$ cat config.mk
export PLATFORM = sky130hd
export DESIGN_NAME = gb_mem_arbiter
export DESIGN_NICKNAME = d
export VERILOG_FILES = /design/src/rtl/gb_mem_arbiter.sv
export SDC_FILE = /design/constraint.sdc
export NUM_CORES = 1
export LEC_CHECK = 0
export CAP_MARGIN = 20
export CORE_ASPECT_RATIO = 1.25
export CORE_UTILIZATION = 39
export CTS_CLUSTER_DIAMETER = 40
export DETAILED_ROUTE_END_ITERATION = 7
export HOLD_SLACK_MARGIN = 0.15
export PLACE_DENSITY = 0.86
export SYNTH_ARGS = -nofsm -noshare
export SYNTH_HDL_FRONTEND = slang
export SYNTH_SLANG_ARGS = --single-unit
$ cat constraint.sdc
create_clock -name clk -period 2.3 [get_ports clk]
set_input_delay 0.46 -clock clk [delete_from_list [all_inputs] [get_ports clk]]
set_output_delay 0.46 -clock clk [all_outputs]
set_load 0.1 [all_outputs]
$ cat src/rtl/gb_mem_arbiter.sv
// gb_mem_arbiter: shares the single memory port among OAM DMA, PPU and CPU, and runs the FF46 OAM DMA copy.
// Latency: a granted read/write acks one cycle after its grant; blocked or internal (FF46) CPU accesses also ack next cycle.
// Backpressure: requesters hold rd/wr until their ack; DMA RD/WR slots beat PPU beats CPU, and the loser keeps waiting.
// Ports: clk/rst; cpu_* CPU bus (rd/wr held until cpu_ack); ppu_* PPU fetch port (ppu_rd held until ppu_ack);
//        ppu_mode/lcd_en drive the CPU lockouts; mem_* external memory (mem_rdata valid one cycle after mem_rd);
//        dma_active is high while an OAM DMA copy is in progress.
module gb_mem_arbiter #(
    parameter int DMA_SPACING = 4,
    parameter int DMA_LEN     = 160
) (
    input  logic        clk,
    input  logic        rst,
    input  logic [15:0] cpu_addr,
    input  logic        cpu_rd,
    input  logic        cpu_wr,
    input  logic [7:0]  cpu_wdata,
    output logic [7:0]  cpu_rdata,
    output logic        cpu_ack,
    input  logic [1:0]  ppu_mode,
    input  logic        lcd_en,
    input  logic        ppu_rd,
    input  logic [15:0] ppu_addr,
    output logic [7:0]  ppu_rdata,
    output logic        ppu_ack,
    output logic [15:0] mem_addr,
    output logic        mem_rd,
    output logic        mem_wr,
    output logic [7:0]  mem_wdata,
    input  logic [7:0]  mem_rdata,
    output logic        dma_active
);

    typedef enum logic [1:0] {DMA_IDLE, DMA_RD, DMA_WR, DMA_GAP} dma_state_t;
    typedef enum logic [1:0] {TAG_NONE, TAG_PPU, TAG_CPU, TAG_DMA} tag_t;

    localparam int            CW       = $clog2(DMA_SPACING + 1);
    localparam logic [7:0]    LAST_IDX = 8'(DMA_LEN - 1);
    localparam logic [CW-1:0] GAP_END  = CW'(DMA_SPACING - 1);

    dma_state_t    state_q, state_d;
    logic [7:0]    idx_q, idx_d;
    logic [7:0]    src_hi_q, src_hi_d;
    logic [CW-1:0] cnt_q, cnt_d;     // clocks elapsed since the current byte's RD
    tag_t          tag_q, tag_d;     // owner of the read whose data is on mem_rdata now
    logic [7:0]    cpu_rdata_q, ppu_rdata_q;
    logic          cpu_ack_q, ppu_ack_q;

    logic dma_slot, ppu_req, cpu_req;
    logic in_vram, in_oam, cpu_blocked, ff46_wr;
    logic cpu_internal, ppu_grant, cpu_grant, cpu_accept, dma_start;

    assign dma_active = (state_q != DMA_IDLE);
    assign dma_slot   = (state_q == DMA_RD) || (state_q == DMA_WR);

    // A request seen in its own ack cycle is the old one still held; ignore it.
    assign ppu_req = ppu_rd & ~ppu_ack_q & ~rst;
    assign cpu_req = (cpu_rd | cpu_wr) & ~cpu_ack_q & ~rst;

    assign in_vram = (cpu_addr[15:13] == 3'b100);
    assign in_oam  = (cpu_addr[15:8] == 8'hFE) && (cpu_addr[7:0] < 8'hA0);

    // OAM is owned by the PPU in SCAN/DRAW and by DMA while it runs; VRAM only in DRAW.
    assign cpu_blocked = (in_oam & ((lcd_en & ppu_mode[1]) | dma_active))
                       | (in_vram & lcd_en & (ppu_mode == 2'd3));
    assign ff46_wr     = cpu_wr & (cpu_addr == 16'hFF46);

    // Blocked accesses and the FF46 write never touch the port, so they complete even during DMA slots.
    assign cpu_internal = cpu_req & (ff46_wr | cpu_blocked);
    assign ppu_grant    = ppu_req & ~dma_slot;
    assign cpu_grant    = cpu_req & ~cpu_internal & ~dma_slot & ~ppu_req;
    assign cpu_accept   = cpu_internal | cpu_grant;
    assign dma_start    = cpu_req & ff46_wr;

    // DMA sequencing: RD, WR, then GAP until DMA_SPACING clocks have passed since RD.
    always_comb begin
        state_d  = state_q;
        idx_d    = idx_q;
        src_hi_d = src_hi_q;
        cnt_d    = cnt_q;
        case (state_q)
            DMA_IDLE: begin
                cnt_d = '0;
            end
            DMA_RD: begin
                state_d = DMA_WR;
                cnt_d   = cnt_q + CW'(1);
            end
            DMA_WR: begin
                if (idx_q == LAST_IDX) begin
                    state_d = DMA_IDLE;
                    cnt_d   = '0;
                end else if (DMA_SPACING <= 2) begin
                    state_d = DMA_RD;
                    idx_d   = idx_q + 8'd1;
                    cnt_d   = '0;
                end else begin
                    state_d = DMA_GAP;
                    cnt_d   = cnt_q + CW'(1);
                end
            end
            DMA_GAP: begin
                if (cnt_q == GAP_END) begin
                    state_d = DMA_RD;
                    idx_d   = idx_q + 8'd1;
                    cnt_d   = '0;
                end else begin
                    cnt_d = cnt_q + CW'(1);
                end
            end
            default: begin
                state_d = DMA_IDLE;
                cnt_d   = '0;
            end
        endcase
        // A new FF46 write overrides whatever the copy was doing; a pending WR is simply dropped.
        if (dma_start) begin
            state_d  = DMA_RD;
            idx_d    = '0;
            cnt_d    = '0;
            src_hi_d = cpu_wdata;
        end
    end

    always_comb begin
        tag_d = TAG_NONE;
        if (state_q == DMA_RD) begin
            tag_d = TAG_DMA;
        end else if (ppu_grant) begin
            tag_d = TAG_PPU;
        end else if (cpu_grant && !cpu_wr) begin
            tag_d = TAG_CPU;
        end
    end

    // Port mux; DMA WR forwards the byte returned by the previous cycle's DMA RD straight through.
    always_comb begin
        mem_addr  = '0;
        mem_rd    = 1'b0;
        mem_wr    = 1'b0;
        mem_wdata = '0;
        if (state_q == DMA_RD) begin
            mem_rd   = 1'b1;
            mem_addr = {src_hi_q, idx_q};
        end else if (state_q == DMA_WR) begin
            mem_wr    = 1'b1;
            mem_addr  = {8'hFE, idx_q};
            mem_wdata = mem_rdata;
        end else if (ppu_grant) begin
            mem_rd   = 1'b1;
            mem_addr = ppu_addr;
        end else if (cpu_grant) begin
            mem_rd    = ~cpu_wr;
            mem_wr    = cpu_wr;
            mem_addr  = cpu_addr;
            mem_wdata = cpu_wdata;
        end
    end

    always_ff @(posedge clk or posedge rst) begin
        if (rst) begin
            state_q     <= DMA_IDLE;
            idx_q       <= '0;
            src_hi_q    <= '0;
            cnt_q       <= '0;
            tag_q       <= TAG_NONE;
            cpu_ack_q   <= 1'b0;
            ppu_ack_q   <= 1'b0;
            cpu_rdata_q <= 8'h00;
            ppu_rdata_q <= 8'h00;
        end else begin
            state_q   <= state_d;
            idx_q     <= idx_d;
            src_hi_q  <= src_hi_d;
            cnt_q     <= cnt_d;
            tag_q     <= tag_d;
            cpu_ack_q <= cpu_accept;
            ppu_ack_q <= ppu_grant;
            if (cpu_internal && cpu_blocked && !cpu_wr) begin
                cpu_rdata_q <= 8'hFF;
            end else if (tag_q == TAG_CPU) begin
                cpu_rdata_q <= mem_rdata;
            end
            if (tag_q == TAG_PPU) begin
                ppu_rdata_q <= mem_rdata;
            end
        end
    end

    // Read data rides through combinationally in the ack cycle, then stays held.
    assign cpu_rdata = (tag_q == TAG_CPU) ? mem_rdata : cpu_rdata_q;
    assign ppu_rdata = (tag_q == TAG_PPU) ? mem_rdata : ppu_rdata_q;
    assign cpu_ack   = cpu_ack_q;
    assign ppu_ack   = ppu_ack_q;

endmodule

-- Word-level counts from Yosys, hierarchy flattened
Index checks and enable logic that the tools add are counted.
- register bits: 41
- input bits: 56
- output and inout port bits: 45
- word-level logic and storage cells: 97
- add/sub/neg operators: 2
- magnitude comparators: 1
- equality and inequality tests: 12
- mux-type cells: 33
- bitwise logic cells: 27
- reduce and logical (&&, ||, !) cells: 13
- operators by type and width (kind ; count):
    $mux 8 ; 10
    $mux 16 ; 4
    $eq 16x16->1 const B ; 1
    $eq 8x8->1 const B ; 2
    $and 1x1->1 ; 15
    $mux 2 ; 6
    $pmux 3 s4 ; 1
    $mux 3 ; 3
    $add 8x1->8 const B ; 1
    $eq 2x2->1 const B ; 4
    $lt 8x8->1 const B ; 1
    $mux 1 ; 8
    $not 1->1 ; 7
    $pmux 2 s3 ; 1
    $reduce_bool 2->1 ; 3
    $or 1x1->1 ; 5
    $eq 2x1->1 const B ; 2
    $logic_and 1x1->1 ; 4
    $reduce_and 2->1 ; 2
    $reduce_bool 4->1 ; 1
    $add 3x1->3 const B ; 1
    $eq 3x2->1 const B ; 1
    $eq 3x3->1 const B ; 1
    $ne 3x3->1 const B ; 1
    3 further kinds ; 3

-- Depth between registers and ports, before layout
- depth after elaboration: 14
- mapped depth: 8
- depth with buffers taken out: 7

-- Worst setup path after synthesis
Ideal clock, no wire load.
- path type: register to output
- start point: register ppu_ack_q (netlist: ppu_ack)
- end point: output mem_rd
- arrival: 3816 ps
- required time: 1840 ps
- slack: -1976 ps
- cell stages (with the launch flop): 6
- buffers on the path: 1
- path through: dfrtp_1 nand2b_1 and4bb_1 buf_6 nand2_1 o31ai_1
- cells in the longest elaborated chain, start to end: 9
- elaborated cells on any way between the ends: 10
- classes of those cells: mux (4); bitwise (6)
- ends and longest elaborated chain (element ; line ; RTL):
    start, declared ; 46 ; logic cpu_ack_q, ppu_ack_q;
    start signal, assigned ; 177 ; ppu_ack_q <= ppu_grant;
    $not 1->1 * ; 56 ; assign ppu_req = ppu_rd & ~ppu_ack_q & ~rst;
    $and 1x1->1 * (2 in a row) ; 56 ;
    $not 1->1 ; 70 ; assign cpu_grant = cpu_req & ~cpu_internal & ~dma_slot & ~ppu_req;
    $and 1x1->1 ; 70 ;
    $mux 1 ; 151 ; end else if (cpu_grant) begin
    $mux 1 * ; 148 ; end else if (ppu_grant) begin
    $mux 1 * ; 144 ; end else if (state_q == DMA_WR) begin
    $mux 1 * ; 141 ; if (state_q == DMA_RD) begin
    end, declared ; 26 ; output logic mem_rd,
Every way passes the cells marked *; elsewhere a longest branch is shown, timed or not.

-- Final worst setup path
- start point: input cpu_addr[0]
- end point: output mem_addr[3]
- cells in the longest elaborated chain, start to end: 14
- elaborated cells on any way between the ends: 16
- classes of those cells: order compare (1); eq/ne (1); mux (4); bitwise (9); reduce/logical (1)
- ends and longest elaborated chain (element ; line ; RTL):
    start, declared ; 13 ; input logic [15:0] cpu_addr,
    $lt 8x8->1 ; 60 ; assign in_oam = (cpu_addr[15:8] == 8'hFE) && (cpu_addr[7:0] < 8'hA0);
    $logic_and 1x1->1 ; 60 ;
    $and 1x1->1 ; 63 ; assign cpu_blocked = (in_oam & ((lcd_en & ppu_mode[1]) | dma_active))
    $or 1x1->1 ; 64 ; | (in_vram & lcd_en & (ppu_mode == 2'd3));
    $or 1x1->1 * ; 68 ; assign cpu_internal = cpu_req & (ff46_wr | cpu_blocked);
    $and 1x1->1 * ; 68 ;
    $not 1->1 * ; 70 ;
    $and 1x1->1 * (3 in a row) ; 70 ;
    $mux 16 * ; 151 ;
    $mux 16 * ; 148 ;
    $mux 16 * ; 144 ;
    $mux 16 * ; 141 ;
    end, declared ; 25 ; output logic [15:0] mem_addr,
Marked as above.

==> out/results.md <==
| Quantity | Reported | Unit |
| --- | --- | --- |
| DR iter-0 viols | 192 | - |
| I/O pin count | 101 | - |
| Outcome | finished, violations left | - |
| Post-synthesis async set-or-reset flop share | 100.0 | % |
| Worst-case hold slack | 460.8 | ps |
| Vias/cell | 6.041 | - |
| Number of cells on the worst hold path | 1 | - |
| Count of input and output buffers | 100 | - |
| Core box area | 0.006126 | mm² |
| R2R Path End | idx_q[7] | - |
| Maximum frequency from static timing analysis | 370.8 | MHz |
| TritonCTS Sinks | 41 | - |
| Most common cell after layout, fill and taps aside | buf_12 | - |
| Final period util | 117.3 | % |
| Most used DFF post-synth | dfrtp_1 | - |
| Clock latency on the worst-skew pair | 320 | ps |
| Crit Reg-Reg Startpoint | state_q[0] | - |
| CTS buffer count | 5 | - |
| Count of hold buffers inserted by post-cts repair | 0 | - |
| Startpoint of the lowest-slack hold path | cnt_q[0] | - |
| Share of cells above drive strength 1 | 47.54 | % |
| Final WS setup | -397.1 | ps |
| Highest-count cells in the layout ignoring fill and taps | buf_12, buf_4, dfrtp_1 | - |
| Grt ovf | 0 | - |
| Minimum clock period after layout | 2697 | ps |
| Global-route wire length before repair | 16530 | µm |
| Half-perimeter wire length after placement | 6963 | µm |
| Setup violations, final | 26 | - |
| Register area share after synthesis | 41.65 | % |
| Worst hold path class | flop to flop | - |
| R2R cell count | 9 | - |
| Synth area leaders | dfrtp_1, mux2_1, ha_1 | - |
| H-tree depth | 2 | - |
| Final core utilization | 83.27 | % |
| Cell Area, Synth | 0.002464 | mm² |
| Antenna Cells | 0 | - |
| Endpoint of the worst hold path | cnt_q[0] | - |
| Final hold violations | 0 | - |
| Effective utilization at floorplan | 40.22 | % |
| Top-area cell type share of the netlist area | 41.65 | % |
| Number of DRC violations after detailed routing | 0 | - |
| Max-slew headroom at the worst pin | 68.21 | % |
| Top fanout value on the critical path | 5 | - |
| Y dimension of the die | 90.86 | µm |
| Global placement routability congestion | 0.8915 | - |
| Worst path required time | 1840 | ps |
| Leading area contributor after synthesis | dfrtp_1 | - |
| Count of cell types in the netlist | 49 | - |
| Global routing usage summed across all routing layers | 34.18 | % |
| Violated checks | negative setup slack | - |
| EDFF count, synth | 0 | - |
| Vias post-DR | 2966 | - |
| TritonCTS clock tree | done | - |
| Total negative slack for setup checks | -9261 | ps |
| Count of synthesis-stage warnings from yosys | 0 | - |
| Cell row count | 32 | - |
| Number of antenna violations at the first check in global routing | 0 | - |
| Post-Route WL | 11760 | µm |
| Worst Skew | 23.56 | ps |
| Max-capacitance violation count | 0 | - |
| Arrival time of the worst setup path | 2240 | ps |
| Buffer levels on the longest clock path | 2 | - |
| Dpl ws | -616.0 | ps |
| Chip Width | 73.09 | µm |
| DRT antenna net count | 0 | - |
| Overall die area | 0.006641 | mm² |
| Synth Net Count | 315 | - |
| Library cell used as clock root buffer | clkbuf_8 | - |
| Final #Nets | 470 | - |
| Average cell area after synthesis | 9.854 | µm² |
| Unrepaired setup endpoints after global routing | yes | - |
| Synth Instances | 250 | - |
| R2r setup slk | 120 | ps |
| Layout overhead on the synthesized area | 107.1 | % |
| Number of detailed-route iterations in the first pass | 4 | - |
| CP Launch Type | input pin | - |
| FF+latch count, synth | 41 | - |
| CP Class | input pin to primary output | - |
| Worst setup EP type | primary output | - |
| Per-cell routed wire length | 23.95 | µm |
| Final-report max-slew violation count | 0 | - |
| Largest net degree at the start of global routing | 27 | - |
| Clock Pin Slew Worst Setup and Hold Paths | 90 | ps |
| Via count of the first global-routing pass | 3147 | - |
| Worst Tran Pin Value | 470.8 | ps |
## registers in the layout, summed over array words and instances (netlist names)
name,cells
ppu_rdata_q,8
tag_q,2
state_q,2
cpu_rdata_q,8
ppu_ack,1
cnt_q,3
cpu_ack,1
idx_q,8
src_hi_q,8
## Yosys cell counts (all sizes together), types with 3 or more instances
| cell type | instances |
|---|---|
| a21oi | 12 |
| a221o | 8 |
| a22o | 8 |
| a22oi | 7 |
| and3 | 11 |
| buf | 6 |
| clkbuf | 8 |
| dfrtp | 41 |
| ha | 9 |
| inv | 16 |
| mux2 | 17 |
| nand2 | 14 |
| nand2b | 15 |
| nand3 | 8 |
| nand4 | 6 |
| nor2 | 16 |
| nor3 | 3 |
| o21a | 3 |
| o21ai | 10 |
| xor2 | 4 |
## layout make-up
| cell class | instances | area [µm²] |
|---|---|---|
| inverter | 16 | 60.06 |
| clock inverter | 3 | 68.82 |
| clock buffer | 5 | 68.82 |
| timing repair buffer | 161 | 1976 |
| fill | 296 | 1025 |
| multi-input combinational | 180 | 1788 |
| sequential | 41 | 1033 |
| tap | 85 | 106.4 |
## how the worst max path moves through the flow
stage               slack [ps]      endpoint  depth (start not counted)        start
CTS                       -280  mem_addr[11]                          8   state_q[1]
global placement          -590   mem_addr[7]                          7  cpu_addr[4]
global route              -420  mem_addr[13]                          8   state_q[0]
detailed placement        -620   mem_addr[5]                          7  cpu_addr[5]
floorplan                 -320  mem_addr[10]                          5      ppu_ack
finish                    -400   mem_addr[3]                          7  cpu_addr[0]
## cells by family after synthesis
logic type / after synthesis / share of synthesized area [%]
multiplexers: 17 / 7.770
flip-flops: 41 / 41.65
buffers and inverters: 30 / 5.637
AND/OR/NAND/NOR: 86 / 19.60
adder cells (fa/ha/maj): 9 / 4.571
AO/OA/AOI/OAI: 61 / 18.64
XOR/XNOR: 6 / 2.133
## repair_timing
| action | CTS | global route |
|---|---|---|
| gates resized for setup | 74 | 26 |
| endpoints found under the setup margin | 26 | 28 |
| pin swaps | 31 | 29 |
| buffers inserted | 18 | 6 |
| endpoints found under the hold margin | 0 | 0 |
| cloned | 2 | 0 |
## critical path, stage by stage
cell             delay, ps
clkdlybuf4s15_1        230
nor4bb_2               380
and4_4                 290
o21ai_4                 80
and3_4                 240
a221o_2                380
buf_12                 180
## through the flow
step	cell area, µm²	std cells
floorplan	2760	250
global placement	4484	457
detailed placement	4484	457
CTS	4956	485
global route	5101	491
finish	5101	491
## per-layer routing
metal	up-vias	track usage, %	wire length [µm]
li1	1228	-	-
met5	-	0	0
met2	199	61.88	6216
met4	0	24.84	943
met3	83	7.143	776
met1	1456	32.76	3823
Power is left out: the tool's default activity adds up to more than one toggle a clock period on the data nets, which glitch-free logic cannot reach.
